==> src/rtl/e1_pkg.sv <==
// Shared types and defaults for the E1 transmit buffer-descriptor path.
package e1_pkg;

    localparam int E1_MFW = 7;

    typedef enum logic [1:0] {
        ST_IDLE  = 2'd0,
        ST_RUN   = 2'd1,
        ST_DRAIN = 2'd2
    } e1_state_t;

endpackage

==> src/rtl/e1_ring_ptr.sv <==
// Ring offset counter: counts 0..len_m1 then wraps; clr has priority over inc.
module e1_ring_ptr
    import e1_pkg::*;
#(
    parameter int MFW = E1_MFW
) (
    input  logic           clk,
    input  logic           rst,
    input  logic           clr,
    input  logic           inc,
    input  logic [MFW-1:0] len_m1,
    output logic [MFW-1:0] ofs,
    output logic           last
);

    assign last = (ofs == len_m1);

    always_ff @(posedge clk or posedge rst) begin
        if (rst) begin
            ofs <= '0;
        end else if (clr) begin
            ofs <= '0;
        end else if (inc) begin
            ofs <= last ? '0 : ofs + 1'b1;
        end
    end

endmodule

==> src/rtl/e1_tx_bd_sched.sv <==
// E1 TX BD scheduler: keeps up to 'ahead' multiframe BDs queued to the TX FIFO and tracks completions.
// Optional underflow counter enabled by defining E1_TX_BD_SCHED_MISS_CNT_EN.
module e1_tx_bd_sched
    import e1_pkg::*;
#(
    parameter int MFW       = E1_MFW,
    parameter int MAX_AHEAD = 4
) (
    input  logic           clk,
    input  logic           rst,
    input  logic           ctrl_ena,
    input  logic [MFW-1:0] ctrl_base,
    input  logic [MFW-1:0] ctrl_len_m1,
    input  logic [2:0]     ctrl_ahead,
    input  logic [1:0]     ctrl_crc_e,
    output logic [MFW+1:0] bd_wr_data,
    output logic           bd_wr_ena,
    input  logic           bd_wr_full,
    input  logic           bd_done,
    input  logic [MFW-1:0] bd_done_mf,
    input  logic           bd_miss,
    output logic           stat_busy,
    output logic [2:0]     stat_inflight,
    output logic [MFW-1:0] stat_rd_ofs,
    output logic           stat_err,
    input  logic           stat_clr,
    output logic [7:0]     miss_cnt,
    output logic           evt_done,
    output logic           evt_wrap
);

    e1_state_t      state_q, state_d;
    logic [MFW-1:0] base_q, len_q;
    logic [2:0]     ahead_q, ahead_norm;
    logic [1:0]     crc_q;
    logic [2:0]     inflight_q;
    logic [MFW-1:0] wr_ofs, rd_ofs;
    logic           wr_last, rd_last;
    logic           issue, accept, start, ptr_clr;

    assign ahead_norm = (ctrl_ahead == 3'd0 || int'(ctrl_ahead) > MAX_AHEAD)
                        ? 3'(MAX_AHEAD) : ctrl_ahead;

    // Issue looks only at registered occupancy and this cycle's full flag;
    // the strobe itself appears one cycle later.
    assign issue   = (state_q == ST_RUN) && (inflight_q < ahead_q) && !bd_wr_full;
    assign accept  = bd_done && (state_q != ST_IDLE) && (inflight_q != 3'd0);
    assign start   = (state_q == ST_IDLE) && ctrl_ena;
    assign ptr_clr = (state_q == ST_IDLE);

    always_ff @(posedge clk or posedge rst) begin
        if (rst) state_q <= ST_IDLE;
        else     state_q <= state_d;
    end

    always_comb begin
        state_d = state_q;
        case (state_q)
            ST_IDLE:  if (ctrl_ena) state_d = ST_RUN;
            ST_RUN:   if (!ctrl_ena) state_d = ST_DRAIN;
            ST_DRAIN: if (inflight_q == 3'd0) state_d = ST_IDLE;
            default:  state_d = ST_IDLE;
        endcase
    end

    e1_ring_ptr #(.MFW(MFW)) u_wr_ptr (
        .clk    (clk),
        .rst    (rst),
        .clr    (ptr_clr),
        .inc    (issue),
        .len_m1 (len_q),
        .ofs    (wr_ofs),
        .last   (wr_last)
    );

    e1_ring_ptr #(.MFW(MFW)) u_rd_ptr (
        .clk    (clk),
        .rst    (rst),
        .clr    (ptr_clr),
        .inc    (accept),
        .len_m1 (len_q),
        .ofs    (rd_ofs),
        .last   (rd_last)
    );

    logic unused_wr_last;
    assign unused_wr_last = wr_last;

    always_ff @(posedge clk or posedge rst) begin
        if (rst) begin
            base_q     <= '0;
            len_q      <= '0;
            ahead_q    <= '0;
            crc_q      <= '0;
            inflight_q <= '0;
            bd_wr_ena  <= 1'b0;
            bd_wr_data <= '0;
            evt_done   <= 1'b0;
            evt_wrap   <= 1'b0;
        end else begin
            bd_wr_ena <= issue;
            evt_done  <= accept;
            evt_wrap  <= accept && rd_last;
            if (issue) bd_wr_data <= {crc_q, base_q + wr_ofs};
            if (start) begin
                base_q     <= ctrl_base;
                len_q      <= ctrl_len_m1;
                ahead_q    <= ahead_norm;
                crc_q      <= ctrl_crc_e;
                inflight_q <= '0;
            end else if (issue && !accept) begin
                inflight_q <= inflight_q + 3'd1;
            end else if (accept && !issue) begin
                inflight_q <= inflight_q - 3'd1;
            end
        end
    end

    // A new error outranks a simultaneous clear so no event is lost.
    always_ff @(posedge clk or posedge rst) begin
        if (rst) begin
            stat_err <= 1'b0;
        end else if (bd_done && (!accept || bd_done_mf != base_q + rd_ofs)) begin
            stat_err <= 1'b1;
        end else if (stat_clr) begin
            stat_err <= 1'b0;
        end
    end

`ifdef E1_TX_BD_SCHED_MISS_CNT_EN
    logic [7:0] miss_q;
    always_ff @(posedge clk or posedge rst) begin
        if (rst) begin
            miss_q <= '0;
        end else if (stat_clr) begin
            miss_q <= '0;
        end else if (bd_miss && miss_q != 8'hFF) begin
            miss_q <= miss_q + 8'd1;
        end
    end
    assign miss_cnt = miss_q;
`else
    logic unused_miss;
    assign unused_miss = bd_miss;
    assign miss_cnt    = '0;
`endif

    assign stat_busy     = (state_q != ST_IDLE);
    assign stat_inflight = inflight_q;
    assign stat_rd_ofs   = rd_ofs;

endmodule

==> config.mk <==
export PLATFORM = sky130hd
export DESIGN_NAME = e1_tx_bd_sched
export DESIGN_NICKNAME = d
export VERILOG_FILES = /design/src/rtl/e1_pkg.sv /design/src/rtl/e1_ring_ptr.sv /design/src/rtl/e1_tx_bd_sched.sv
export SDC_FILE = /design/constraint.sdc
export NUM_CORES = 1
export LEC_CHECK = 0
export CAP_MARGIN = 0
export CORE_MARGIN = 10
export CORE_UTILIZATION = 52
export CTS_BUF_LIST = sky130_fd_sc_hd__clkbuf_4 sky130_fd_sc_hd__clkbuf_8 sky130_fd_sc_hd__clkbuf_16
export CTS_CLUSTER_SIZE = 12
export DETAILED_ROUTE_END_ITERATION = 8
export PLACE_DENSITY = 0.81
export SYNTH_ARGS = -nofsm -noshare
export SYNTH_HDL_FRONTEND = slang
export SYNTH_HIERARCHICAL = 1
export SYNTH_SLANG_ARGS = --single-unit
==> constraint.sdc <==
create_clock -name clk -period 2.55 [get_ports clk]
set_input_delay 0.3825 -clock clk [delete_from_list [all_inputs] [get_ports clk]]
set_output_delay 0.3825 -clock clk [all_outputs]
set_load 0.03 [all_outputs]
Word-level counts from Yosys, hierarchy flattened:

Cells that the tools add are included.

* register bits after elaboration: 51
* input port bits: 33
* word-level logic and storage cells: 69

* add/subtract/negate cells: 6
* $lt $le $gt $ge: 2
* eq/ne operators: 8
* mux-type cells: 16
* reduce and logical (&&, ||, !) cells: 24

Operators with widths (number)
* $mux W7: 6
* $add A7 B1 Y7 const B: 2
* $add A7 B7 Y7: 2
* $eq A7 B7 Y1: 2
* $mux W3: 4
* $logic_and A1 B1 Y1: 9
* $reduce_bool A2 Y1: 4
* $ne A7 B7 Y1: 1
* $logic_not A3 Y1: 2
* $mux W2: 3
* $ne A2 B2 Y1 const B: 3
* $pmux W2 S3: 1
* $reduce_bool A3 Y1: 2
* $add A3 B1 Y3 const B: 1
* $gt A3 B3 Y1 const B: 1
* $logic_not A1 Y1: 3
* $lt A3 B3 Y1: 1
* $reduce_and A3 Y1: 1
* $sub A3 B1 Y3 const B: 1
* $eq A2 B1 Y1 const B: 1
* $eq A2 B2 Y1 const B: 1
* $logic_not A2 Y1: 1
* $logic_or A1 B1 Y1: 2
* $mux W1: 2

Depth between registers and ports, before layout:

* word-level depth: 8
* gate-level depth with buffers: 11

By module:

The synthesis kept the hierarchy.

Modules (own cells, without submodules)
* e1_tx_bd_sched: instances 1, cells each 198, area each 2103.3 sq um, seq. area each 925.9 sq um
* e1_ring_ptr: instances 2, cells each 49, area each 523.0 sq um, seq. area each 175.2 sq um

Least setup slack after synthesis:

Ideal clock, no wire load.

* path kind: reg-to-reg
* start: register u_rd_ptr.ofs[0]
* end: register stat_err
* library setup time: 0.144 ns
* arrival time: 2.295 ns
* data required time: 2.406 ns
* slack: 0.110 ns
* cell stages (with the launch flop): 9
* clock period less this slack: 2.440 ns
* cell sequence: dfrtp_1 > ha_1 > fa_1 > a21o_1 > a21oi_1 > o21ai_1 > xnor2_1 > o41ai_2 > o221ai_1

* longest elaborated chain between the ends: 5
* elaborated cells on any way between the ends: 6

Ends and longest elaborated chain
* start: declaration: RTL line e1_ring_ptr.sv:12 `output logic [MFW-1:0] ofs,`
* start signal: assignment: RTL line e1_ring_ptr.sv:24 `ofs <= last ? '0 : ofs + 1'b1;`
* $add A7 B7 Y7 (*): RTL line e1_tx_bd_sched.sv:123 `end else if (bd_done && (!accept || bd_done_mf != base_q + rd_ofs)) begin`
* $ne A7 B7 Y1 (*): RTL line e1_tx_bd_sched.sv:123
* $logic_or A1 B1 Y1 (*): RTL line e1_tx_bd_sched.sv:123
* $logic_and A1 B1 Y1 (*): RTL line e1_tx_bd_sched.sv:123
* $mux W1 / $reduce_bool A2 Y1 (equally long branches)
* end signal: assignment: RTL line e1_tx_bd_sched.sv:122 `stat_err <= 1'b0;`
* end signal: assignment: RTL line e1_tx_bd_sched.sv:124 `stat_err <= 1'b1;`
* end signal: assignment: RTL line e1_tx_bd_sched.sv:126 `stat_err <= 1'b0;`
* end: declaration: RTL line e1_tx_bd_sched.sv:25 `output logic stat_err,`

Every way passes the cells marked *; elsewhere a longest branch is shown, timed or not.
A chain may end at the register's enable or synchronous reset.

Worst setup path in the final report:

Same ends and word-level chain as after synthesis.

==> metrics.yaml <==
hpwl_um: 5460
finClkSkew_ns: 0.00946
async_reset_ff_share_pct: 100
setup_violations: 0
clk_latency_ns: 0.30
power-per-cell-area_nw_per_um2: 992
cts_hold_buf: 0
synth-compound-area-share_pct: 14.3
dpl_cell_area_um2: 3760
reg2reg_to: "stat_err$_DFFE_PP0P_"
core_um2: 5890
reg2reg_from: "u_rd_ptr/ofs[0]$_DFFE_PP0P_"
synth_top_family_by_area: "compound AO/OA/AOI/OAI gates"
timing.final.crit_period_ns: 2.37
final_util_pct: 65.8
drv_cap: 0
final_max_slew_viol_count: 0
grt_pass1_wl_um: 11500
design_area_um2: 3870
fillers: 469
layout.cells.non_filler: 434
cts_buffer_depth: 2
final_antenna_net_count: 0
status: "finished clean"
leakagePower_nw: 1.68
placedCellCount: 426
critPathBufInv: 0
setup_tns_ns: 0
diodes: 0
vias: 2253
cts_buffers: 5
rows: 28
worstRegToRegCells: 8
crit_arrival_ns: 2.54
wl_um: 6870
crit_path_max_fanout: 3
yosys.area_share.xor_xnor_pct: 11.7
areaGrowthSynthToFinish_pct: 23.0
min_period_over_period_pct: 93.1
crit_type: "reg2reg"
cts_tree: "yes"
drt_iter0_drc: 52
clock.fmax_mhz: 421
syn_area_per_cell_um2: 10.6
layout-drive-gt1-share_pct: 13.9
synth-simple-area-share_pct: 12.4
cts_resized: 0
synthAdderAreaFrac_pct: 8.66
gp_congestion: 0.802
path_clk_slew_ns: 0.09
htree_levels: 2
ys.warnings.count: 6
crit_chain: "ha_1 -> fa_1 -> a21o_1 -> a21oi_1 -> o21ai_1 -> xnor2_1 -> o41ai_2 -> o221ai_1"
viasPerCell: 5.19
die_area_um2: 9570
grt_max_degree: 37
seq_area_frac_synth_pct: 40.5
irDropWorstVdd_uv: 512
die_height_um: 97.8
die-width_um: 97.8
worst-endpoint-required_ns: 2.72
route.detailed.drc: 0
muxShareOfSynthArea_pct: 5.36
slowest_stage: "dfrtp_1"
min_path_type: "in2async"
netlist_area_um2: 3150
ctsRootBufferMaster: "clkbuf_8"
synth_ff_type: "dfrtp_1"
portBuffers: 55
yosys_register_bits: 51
grt_pass1_vias: 2332
clock_sinks: 51
start_util_pct: 53.5
drtPass1Iterations: 4
endpoint_kind: "register"
routedWlPerCell_um: 15.8
crit_family: "compound AO/OA/AOI/OAI gates"
startpoint_type: "register"
cts_setup_buffers: 0
hold_viol_final: 0
rrSetupSlack_ns: 0.18
rsz0062_at_grt: "no"
ys_types: 46
synth_cells: 296
synth_edf_count: 0
nets: 411
grt_overflow_total: 0
io_pins: 65
antenna_found_initial: 0
grt_use_total_pct: 14.3
max_stage_delay_ns: 0.41
==> per-stage QoR <==
step	hold WS [ns]	power, mW	setup slack [ns]
after floorplan	0.186	2.75	0.110
after CTS	0.283	3.89	0.168
after global placement	0.443	3.25	0.258
final	0.297	3.84	0.176
after detailed placement	0.447	3.32	0.213
after global routing	0.312	4.15	0.0517
==> power breakdown <==
group	switching (mW)	internal (mW)
clock network	0.269	0.292
registers	0.262	1.09
logic	1.08	0.850
==> layer usage <==
metal | vias up | GRT usage, % | share of wire, % | wire length, µm
met5 | - | 0 | 0 | 0
met2 | 45 | 24.4 | 50 | 3420
met4 | 0 | 3.80 | 1.1 | 75
li1 | 1117 | - | - | -
met1 | 1082 | 17.4 | 45 | 3090
met3 | 9 | 3.81 | 4.2 | 290
==> cell usage in the layout (no fill, tap or decap), drive strengths merged, types with 6 or more instances in the layout <==
cell type	Yosys	layout
nand2	28	28
a211oi	9	9
dfrtp	51	51
xnor2	30	30
nand2b	6	6
o21ai	25	25
conb	1	8
buf	17	10
inv	22	22
ha	17	17
nor2	11	11
xor2	12	12
a21oi	8	8
clkdlybuf4s50	0	55
mux2	15	15
==> flip-flops by register name, summed over array words and instances (netlist names) <==
| signal | count |
|---|---|
| state_q | 2 |
| crc_q | 2 |
| bd_wr_ena | 1 |
| stat_inflight | 3 |
| u_rd_ptr/ofs | 7 |
| u_wr_ptr/ofs | 7 |
| len_q | 7 |
| stat_err | 1 |
| ahead_q | 3 |
| evt_done | 1 |
| evt_wrap | 1 |
| bd_wr_data | 9 |
| base_q | 7 |
==> layout make-up <==
| cell class | instances | area [µm²] | area share, % |
|---|---|---|---|
| multi-input cells | 213 | 1680 | 43.5 |
| inverters | 22 | 82.6 | 2.13 |
| flip-flops and latches | 51 | 1280 | 32.9 |
| clock inverters | 3 | 43.8 | 1.13 |
| well taps | 75 | 93.8 | 2.42 |
| clock buffers | 5 | 68.8 | 1.78 |
| repair buffers | 65 | 626 | 16.1 |
==> Yosys cell counts, types with 3 or more instances <==
cell type / n / area share, %
dfrtp_1: 51 / 41
xnor2_1: 30 / 8.3
nand2_1: 28 / 3.3
inv_1: 22 / 2.6
ha_1: 17 / 6.8
o21ai_0: 14 / 2.2
xor2_1: 12 / 3.3
buf_4: 10 / 2.4
mux2_1: 10 / 3.6
a211oi_2: 8 / 3.2
a21oi_1: 8 / 1.3
o21ai_1: 8 / 1.3
nor2_1: 7 / 0.83
nand2b_1: 6 / 1.2
and3_1: 5 / 0.99
mux2_2: 5 / 1.8
a21o_1: 4 / 0.95
buf_6: 4 / 1.4
nor2b_1: 4 / 0.79
buf_2: 3 / 0.48
fa_1: 3 / 1.9
nor3_1: 3 / 0.48
o21ai_2: 3 / 0.83
==> how the worst max path moves through the flow <==
stage / start / to / depth (start not counted) / slack (ns)
after floorplan: u_rd_ptr/ofs[0]$_DFFE_PP0P_ / stat_err$_DFFE_PP0P_ / 8 / 0.11
after global placement: base_q[0]$_DFFE_PP0P_ / stat_err$_DFFE_PP0P_ / 8 / 0.26
after detailed placement: base_q[0]$_DFFE_PP0P_ / stat_err$_DFFE_PP0P_ / 8 / 0.21
after CTS: base_q[0]$_DFFE_PP0P_ / stat_err$_DFFE_PP0P_ / 8 / 0.17
after global routing: u_rd_ptr/ofs[0]$_DFFE_PP0P_ / stat_err$_DFFE_PP0P_ / 8 / 0.05
final: u_rd_ptr/ofs[0]$_DFFE_PP0P_ / stat_err$_DFFE_PP0P_ / 8 / 0.18
==> worst register-to-register path, delay by kind of cell (launching register included) <==
family          cells  cell delay, ns
compound gates      5            1.01
xor+xnor            1            0.15
fa+ha+maj           2            0.65
flops               1            0.41
==> kinds of logic after synthesis <==
logic type,after synthesis
DFF,51
muxes,15
xor gates and xnor gates,42
other,1
and+or+nand+nor,70
AOI/OAI and AO/OA,58
adders and majority gates,20
buffers and inverters,39
(Power assumes the default switching activity.)
